File: src/rtl/fir_pkg.sv
// Shared widths, FSM state type and clamp helper for the unity-coefficient FIR
// and its inverse, so both ends of a loopback agree on sample widths.
package fir_pkg;

    localparam int unsigned DW   = 8;
    localparam int unsigned TAPS = 4;
    localparam int unsigned OW   = DW + $clog2(TAPS);

    typedef enum logic {RUN, FAULT} state_t;

    typedef struct packed {
        logic [DW-1:0] val;
        logic          oor;
    } clamp_t;

    // Saturate a signed difference into the unsigned sample range.
    function automatic clamp_t clamp_u(input logic signed [OW:0] d);
        clamp_t c;
        if (d[OW]) begin
            c.val = '0;
            c.oor = 1'b1;
        end else if (|d[OW-1:DW]) begin
            c.val = '1;
            c.oor = 1'b1;
        end else begin
            c.val = d[DW-1:0];
            c.oor = 1'b0;
        end
        return c;
    endfunction

endpackage

File: src/rtl/fir_history.sv
// Last TAPS-1 recovered samples (h[0] newest) plus a running sum register that
// is updated incrementally instead of re-adding the whole line each cycle.
module fir_history
    import fir_pkg::*;
(
    input  logic          clk,
    input  logic          rst,
    input  logic          shift_en,
    input  logic          clear,
    input  logic [DW-1:0] new_sample,
    output logic [OW-1:0] sum
);

    logic [DW-1:0] h_q [TAPS-1];
    logic [OW-1:0] sum_q;

    always_ff @(posedge clk) begin
        if (rst || clear) begin
            for (int k = 0; k < int'(TAPS) - 1; k++) begin
                h_q[k] <= '0;
            end
            sum_q <= '0;
        end else if (shift_en) begin
            h_q[0] <= new_sample;
            for (int k = 1; k < int'(TAPS) - 1; k++) begin
                h_q[k] <= h_q[k-1];
            end
            // Intermediate may wrap modulo 2^OW; the true result always fits.
            sum_q <= sum_q + OW'(new_sample) - OW'(h_q[TAPS-2]);
        end
    end

    assign sum = sum_q;

endmodule

File: src/rtl/fir_unity_inverse.sv
// Recursive decoder for the unity-tap FIR: x[n] = y[n] - sum of the previous
// TAPS-1 recovered samples, with saturation and a sticky fault state.
module fir_unity_inverse
    import fir_pkg::*;
(
    input  logic          clk,
    input  logic          rst,
    input  logic [OW-1:0] din,
    input  logic          din_valid,
    input  logic          resync,
    output logic [DW-1:0] dout,
    output logic          dout_valid,
    output logic          err,
    output logic [15:0]   count
);

    state_t              state_q, state_d;
    logic [OW-1:0]       sum;
    logic signed [OW:0]  d;
    clamp_t              cl;
    logic                accept;
    logic [DW-1:0]       dout_q;
    logic                dout_valid_q;
    logic [15:0]         count_q;

    always_comb begin
        accept  = din_valid && !resync && (state_q == RUN);
        d       = $signed({1'b0, din}) - $signed({1'b0, sum});
        cl      = clamp_u(d);
        state_d = state_q;
        if (resync) begin
            state_d = RUN;
        end else if (accept && cl.oor) begin
            state_d = FAULT;
        end
    end

    always_ff @(posedge clk) begin
        if (rst) begin
            state_q      <= RUN;
            dout_q       <= '0;
            dout_valid_q <= 1'b0;
            count_q      <= '0;
        end else begin
            state_q      <= state_d;
            dout_valid_q <= accept;
            if (accept) begin
                dout_q <= cl.val;
            end
            if (resync) begin
                count_q <= '0;
            end else if (accept) begin
                count_q <= count_q + 16'd1;
            end
        end
    end

    fir_history u_history (
        .clk        (clk),
        .rst        (rst),
        .shift_en   (accept),
        .clear      (resync),
        .new_sample (cl.val),
        .sum        (sum)
    );

    assign dout       = dout_q;
    assign dout_valid = dout_valid_q;
    assign err        = (state_q == FAULT);
    assign count      = count_q;

endmodule

File: config.mk
export PLATFORM = sky130hd
export DESIGN_NAME = fir_unity_inverse
export DESIGN_NICKNAME = d
export VERILOG_FILES = /design/src/rtl/fir_pkg.sv /design/src/rtl/fir_history.sv /design/src/rtl/fir_unity_inverse.sv
export SDC_FILE = /design/constraint.sdc
export NUM_CORES = 1
export LEC_CHECK = 0
export BUFFER_PORTS_ARGS = -buffer_cell sky130_fd_sc_hd__buf_2
export CORE_MARGIN = 1.5
export CORE_UTILIZATION = 40
export CTS_CLUSTER_SIZE = 30
export DETAILED_ROUTE_END_ITERATION = 16
export GPL_TIMING_DRIVEN = 0
export SLEW_MARGIN = 10
export SYNTH_ARGS = -nofsm -noshare
export SYNTH_HDL_FRONTEND = slang
export SYNTH_SLANG_ARGS = --single-unit
File: constraint.sdc
create_clock -name clk -period 4 [get_ports clk]
set_input_delay 0.2 -clock clk [delete_from_list [all_inputs] [get_ports clk]]
set_output_delay 0.2 -clock clk [all_outputs]
set_load 0.005 [all_outputs]
======== After elaboration in Yosys (flattened, before gate mapping) ========
Memory sizes are Yosys's and may differ from the RTL's.
Index checks and enable logic that the tools add are counted.
operators by class
  reduce and logical (&&, ||, !) cells .... 7
  add/subtract/negate cells ............... 4
  bitwise logic cells ..................... 4
  mux-type cells .......................... 10
operators with widths
  kind                                                             number
  8-bit two-way mux                                                3
  9-bit two-way mux                                                2
  16-bit by 1-bit adder with 16-bit output, second input constant  1
  10-bit by 10-bit subtractor with 11-bit output                   1
  10-bit by 8-bit adder with 10-bit output                         1
  10-bit by 8-bit subtractor with 10-bit output                    1
  1-bit two-way mux                                                5
  2-bit OR reduction                                               2
  1-bit logical AND                                                3
  1-bit bitwise OR                                                 3
  1-bit zero test                                                  1
  1-bit logical OR                                                 1
  1-bit inverter                                                   1
storage, ports and cells
  register bits after elaboration ......... 36
  memories ................................ 1
  input bits .............................. 14
  output and inout bits ................... 26
  word-level logic and storage cells ...... 31
  memory bits (writable) .................. 24
memory list
  name           depth  bits a word  rd ports  clocked after memory_dff  wr ports  line               text
  u_history.h_q  3      8            3         0                         3         fir_history.sv:14  logic [DW-1:0] h_q [TAPS-1];

======== Logic depth before layout (Yosys ltp) ========
  depth after elaboration ................. 7
  depth in mapped cells ................... 21
  depth with buffers taken out ............ 20

======== Modules after synthesis ========
A second synthesis with hierarchy kept.
unflattened totals
  cells, all modules ...................... 393
  area, all modules ....................... 3617.2 µm²
modules (own cells, without submodules)
  module             instances  seq. area each (µm²)  area an instance (µm²)  cells an instance
  fir_history        1          920.9                 1978.1                  190
  fir_unity_inverse  1          520.5                 1639.1                  203

======== Worst setup path before layout ========
OpenSTA, ideal clock, no wires.
  kind .................................... flip-flop to flip-flop
  start ................................... register u_history.sum_q[0] (netlist: u_history.sum[0])
  end ..................................... register u_history.sum_q[9] (netlist: u_history.sum[9])
  slack ................................... -0.245 ns
  data required time ...................... 3.929 ns
  stages on the path, launching flop included .. 20
  clock period less this slack ............ 4.245 ns
  library setup time ...................... 0.071 ns
  path buffers ............................ 1
  arrival time ............................ 4.174 ns
  cell sequence ........................... dfxtp_1 > ha_1 > fa_1 > nand2b_1 > a21oi_2 > a31oi_4 > a32oi_1 > and2_4 > buf_6 > o21ai_1 > fa_1 > inv_1 > ha_1 > a211oi_1 > o211ai_1 > nand2_1 > o21ai_1 > xnor2_1 > or3_1 > a21oi_1
on the way
  word-level cells in the longest chain between the ends .. 6
ends and longest elaborated chain
  element                                            line                     text
  start: declaration                                 fir_history.sv:15        logic [OW-1:0] sum_q;
  start signal: assignment                           fir_history.sv:29        sum_q <= sum_q + OW'(new_sample) - OW'(h_q[TAPS-2]);
  10-bit by 10-bit subtractor with 11-bit output     fir_unity_inverse.sv:28  d = $signed({1'b0, din}) - $signed({1'b0, sum});
  2-bit OR reduction                                 fir_pkg.sv:22            end else if (|d[OW-1:DW]) begin
  9-bit two-way mux                                  fir_pkg.sv:22
  9-bit two-way mux                                  fir_pkg.sv:19            if (d[OW]) begin
  10-bit by 8-bit adder with 10-bit output (*)       fir_history.sv:29
  10-bit by 8-bit subtractor with 10-bit output (*)  fir_history.sv:29
Every way passes the cells marked *; elsewhere a longest branch is shown, timed or not.
A chain may end at the register's enable or synchronous reset.

======== Final worst setup path ========
Same ends and word-level chain as after synthesis.

==> run_results.csv <==
group,metric,value,unit
layout,regArea,1444,µm²
global_routing,grt.overflow.total,0,
global_routing,antenna_found_initial,0,
synthesis,avgSynthCellArea,9.573,µm²
setup_path,crit_family,"simple AND/OR/NAND/NOR gates",
sta,tightest_slew,1.080,ns
sta,fin_setup_tns,-0.3544,ns
power_and_ir_drop,powerDensity,510.8,nW/µm²
route,drt_pass1_iterations,4,
synthesis,syn-num-nets,399,
die,coreArea,8217,µm²
sta,slew_violations,0,
die,dieArea,9057,µm²
die,initial_utilization,41.36,%
clock_tree,clk_path_buf_depth,2,
placement,gp_congestion,0.8429,
layout,multi_input_area,2076,µm²
global_routing,grt_usage,18.86,%
layout,nFillCells,770,
layout,final_common_cell,"buf_2",
die,die_y,95.17,µm
layout,final_nets,462,
power_and_ir_drop,peakVddDrop,0.0002670,V
sta,maxSlewHeadroom,27.82,%
clock_tree,cts_tree,"yes",
sta,rsz0062_at_grt,"true",
route,drc,0,
setup_path,critPathRequiredTime,4.28,ns
clock_tree,cts_num_sinks,60,
layout,instances_no_fill,528,
outcome,violations,"negative setup slack",
global_routing,grt_max_degree,27,
sta,hold_violations,0,
route,drtIter0Drc,78,
layout,area_growth,26.84,%
synthesis,yosys_warnings,0,
route,totalWireLength,7925,µm
clock_tree,h-tree-depth,3,
flow_run,drv_cap,0,
setup_path,cp-start-kind,"flip-flop",
sta,skew,0.008904,ns
setup_path,slowest_stage,"fa_1",
clock_tree,clkLatencyLatePin,0.35,ns
clock_tree,cts_root_buffer,"clkbuf_8",
clock_tree,clkTransAtPathRegs,0.08,ns
sta,fin_crit,4.173,ns
global_routing,grt_pass1_vias,2468,
placement,pre_cts_ws,-0.6774,ns
placement,dp_cells,499,
synthesis,synth_cells,355,
worst_hold_path,hold_path.class,"in -> reg",
layout,final_area,4310,µm²
sta,period_share,104.3,%
sta,fin_ws,-0.1730,ns
layout,diodes,0,
clock_tree,cts_hold_buf,0,
power_and_ir_drop,p_total,2202,µW
setup_path,cpPeakStageDelay,0.46,ns
route,via_per_inst,5.134,
die,rows,33,
sta,fmax,239.6,MHz
placement,port_buffers,39,
die,die_x,95.17,µm
synthesis,synth_cell_type_count,45,
placement,placed_area,3761,µm²
sta,setup_viol,3,
setup_path,crit_fanout,8,
power_and_ir_drop,power.leakage,0.001847,µW
synthesis,synth-seq-area-share,42.42,%
route,drtAntennaViolNets,0,
setup_path,critPathBufInv,1,
setup_path,crit_type,"reg -> reg",
global_routing,grt_pass1_wl,12650,µm
layout,drive_gt1_share,29.55,%
route,vias,2711,
synthesis,synth_seq_cells,60,
clock_tree,numCtsBuffers,9,
outcome,status,"finished, violations left",
route,wl_per_cell,15.01,µm
die,io-pin-count,40,
layout,layout_common_cells,"41 x buf_2, 34 x dfxtp_1, 32 x nand2_1",
setup_path,crit_arrival,4.45,ns
placement,dp_hpwl,5611,µm
synthesis,syn_area,3398,µm²
setup_path,timing.critical_path.mode_cell,"ha_4",
setup_path,path_cells,"ha_4, fa_2, nand2b_4, a21oi_4, a31oi_4, nor4b_4, mux2i_4, and2_4, o21ai_4, fa_1, inv_2, ha_4, a211oi_4, o211ai_1, nand2_1, o21ai_2, xnor2_2, or3_1, a21oi_2",
setup_path,endpoint_kind,"flip-flop",
[worst register-to-register path, cell delays in order (launching register included)]
cell	delay (ns)
dfxtp_2	0.34
ha_4	0.16
fa_2	0.35
nand2b_4	0.16
a21oi_4	0.18
a31oi_4	0.15
nor4b_4	0.32
mux2i_4	0.13
and2_4	0.21
o21ai_4	0.14
fa_1	0.46
inv_2	0.09
ha_4	0.20
a211oi_4	0.22
o211ai_1	0.11
nand2_1	0.12
o21ai_2	0.09
xnor2_2	0.14
or3_1	0.39
a21oi_2	0.14
[Yosys cell counts (all sizes together)]
| library cell | instances | area, µm² |
|---|---|---|
| a211o | 1 | 8.760 |
| a211oi | 2 | 15.01 |
| a21boi | 1 | 7.510 |
| a21o | 2 | 15.01 |
| a21oi | 19 | 106.4 |
| a221oi | 1 | 8.760 |
| a22o | 2 | 17.52 |
| a22oi | 3 | 22.52 |
| a31oi | 3 | 33.78 |
| a32oi | 5 | 43.79 |
| and2 | 5 | 33.78 |
| and3 | 23 | 143.9 |
| and4 | 2 | 17.52 |
| buf | 3 | 21.27 |
| clkbuf | 9 | 33.78 |
| clkinv | 1 | 3.750 |
| dfxtp | 36 | 720.7 |
| edfxtp | 24 | 720.7 |
| fa | 9 | 180.2 |
| ha | 21 | 262.8 |
| inv | 33 | 123.9 |
| mux2i | 1 | 22.52 |
| nand2 | 32 | 120.1 |
| nand2b | 1 | 6.260 |
| nand3 | 10 | 55.05 |
| nand3b | 1 | 7.510 |
| nor2 | 29 | 108.9 |
| nor2b | 4 | 25.02 |
| nor3 | 7 | 35.03 |
| nor4b | 1 | 23.77 |
| o211ai | 3 | 22.52 |
| o21a | 7 | 52.55 |
| o21ai | 22 | 110.1 |
| o22ai | 1 | 6.260 |
| o31a | 1 | 8.760 |
| or2 | 2 | 12.51 |
| or3 | 2 | 12.51 |
| xnor2 | 12 | 105.1 |
| xor2 | 14 | 122.6 |
[report_power, final]
group	internal, µW	leakage [µW]	switching, µW	total (µW)
Clock	263	0.0000995	257	520
Sequential	669	0.000565	14.3	683
Combinational	474	0.00118	524	998
[metal layers]
layer  track usage, %  vias to the layer above  share of wire, %
met1            26.29                     1295                48
li1                 -                     1360                 -
met4            6.716                        0               1.7
met2            28.66                       45                47
met5                0                        -                 0
met3            4.147                       11               3.6
[timing repair]
action                                  4_1_cts  5_1_grt
endpoints found under the setup margin        7        6
pin swaps                                    20       22
gates cloned                                  0        0
resized for setup                            29       28
buffers inserted                              7        7
[cell families after synthesis]
family | share of synthesized area, %
AOI/OAI and AO/OA | 14.10
xor gates and xnor gates | 6.701
adders and majority gates | 13.03
buffers and inverters | 5.375
DFF | 42.42
muxes | 0.6627
and+or+nand+nor | 17.71
[layout make-up]
cell class,instances,area share [%]
clock inverters,5,0.7257
repair buffers,53,6.967
well taps,105,3.048
multi-input cells,249,48.16
clock buffers,11,3.541
inverters,34,2.961
flip-flops and latches,60,33.50
plain buffers,11,1.103
[final timing paths]
check / from / to / slack (ns) / depth (start not counted)
worst max-delay path: u_history.sum[0] / u_history.sum[9] / -0.17 / 19
worst min-delay path: din_valid / err / 0.23 / 3
worst max register to register: u_history.sum[0] / u_history.sum[9] / -0.17 / 19
worst min register to register: u_history.sum[3] / u_history.sum[3] / 0.46 / 2
[per-stage QoR]
step                util, %  hold WS, ns
floorplan                 -       0.4019
global placement      45.77       0.4335
detailed placement    45.77       0.4458
CTS                   50.19       0.2028
global route          52.46       0.2718
finish                52.46       0.2282
[flip-flops by register name (all words and copies together), names as in the netlist]
name,flops
dout,8
err,1
count,16
u_history.sum,10
u_history.h_q,24
dout_valid,1
Power figures use the tool's default switching activity.
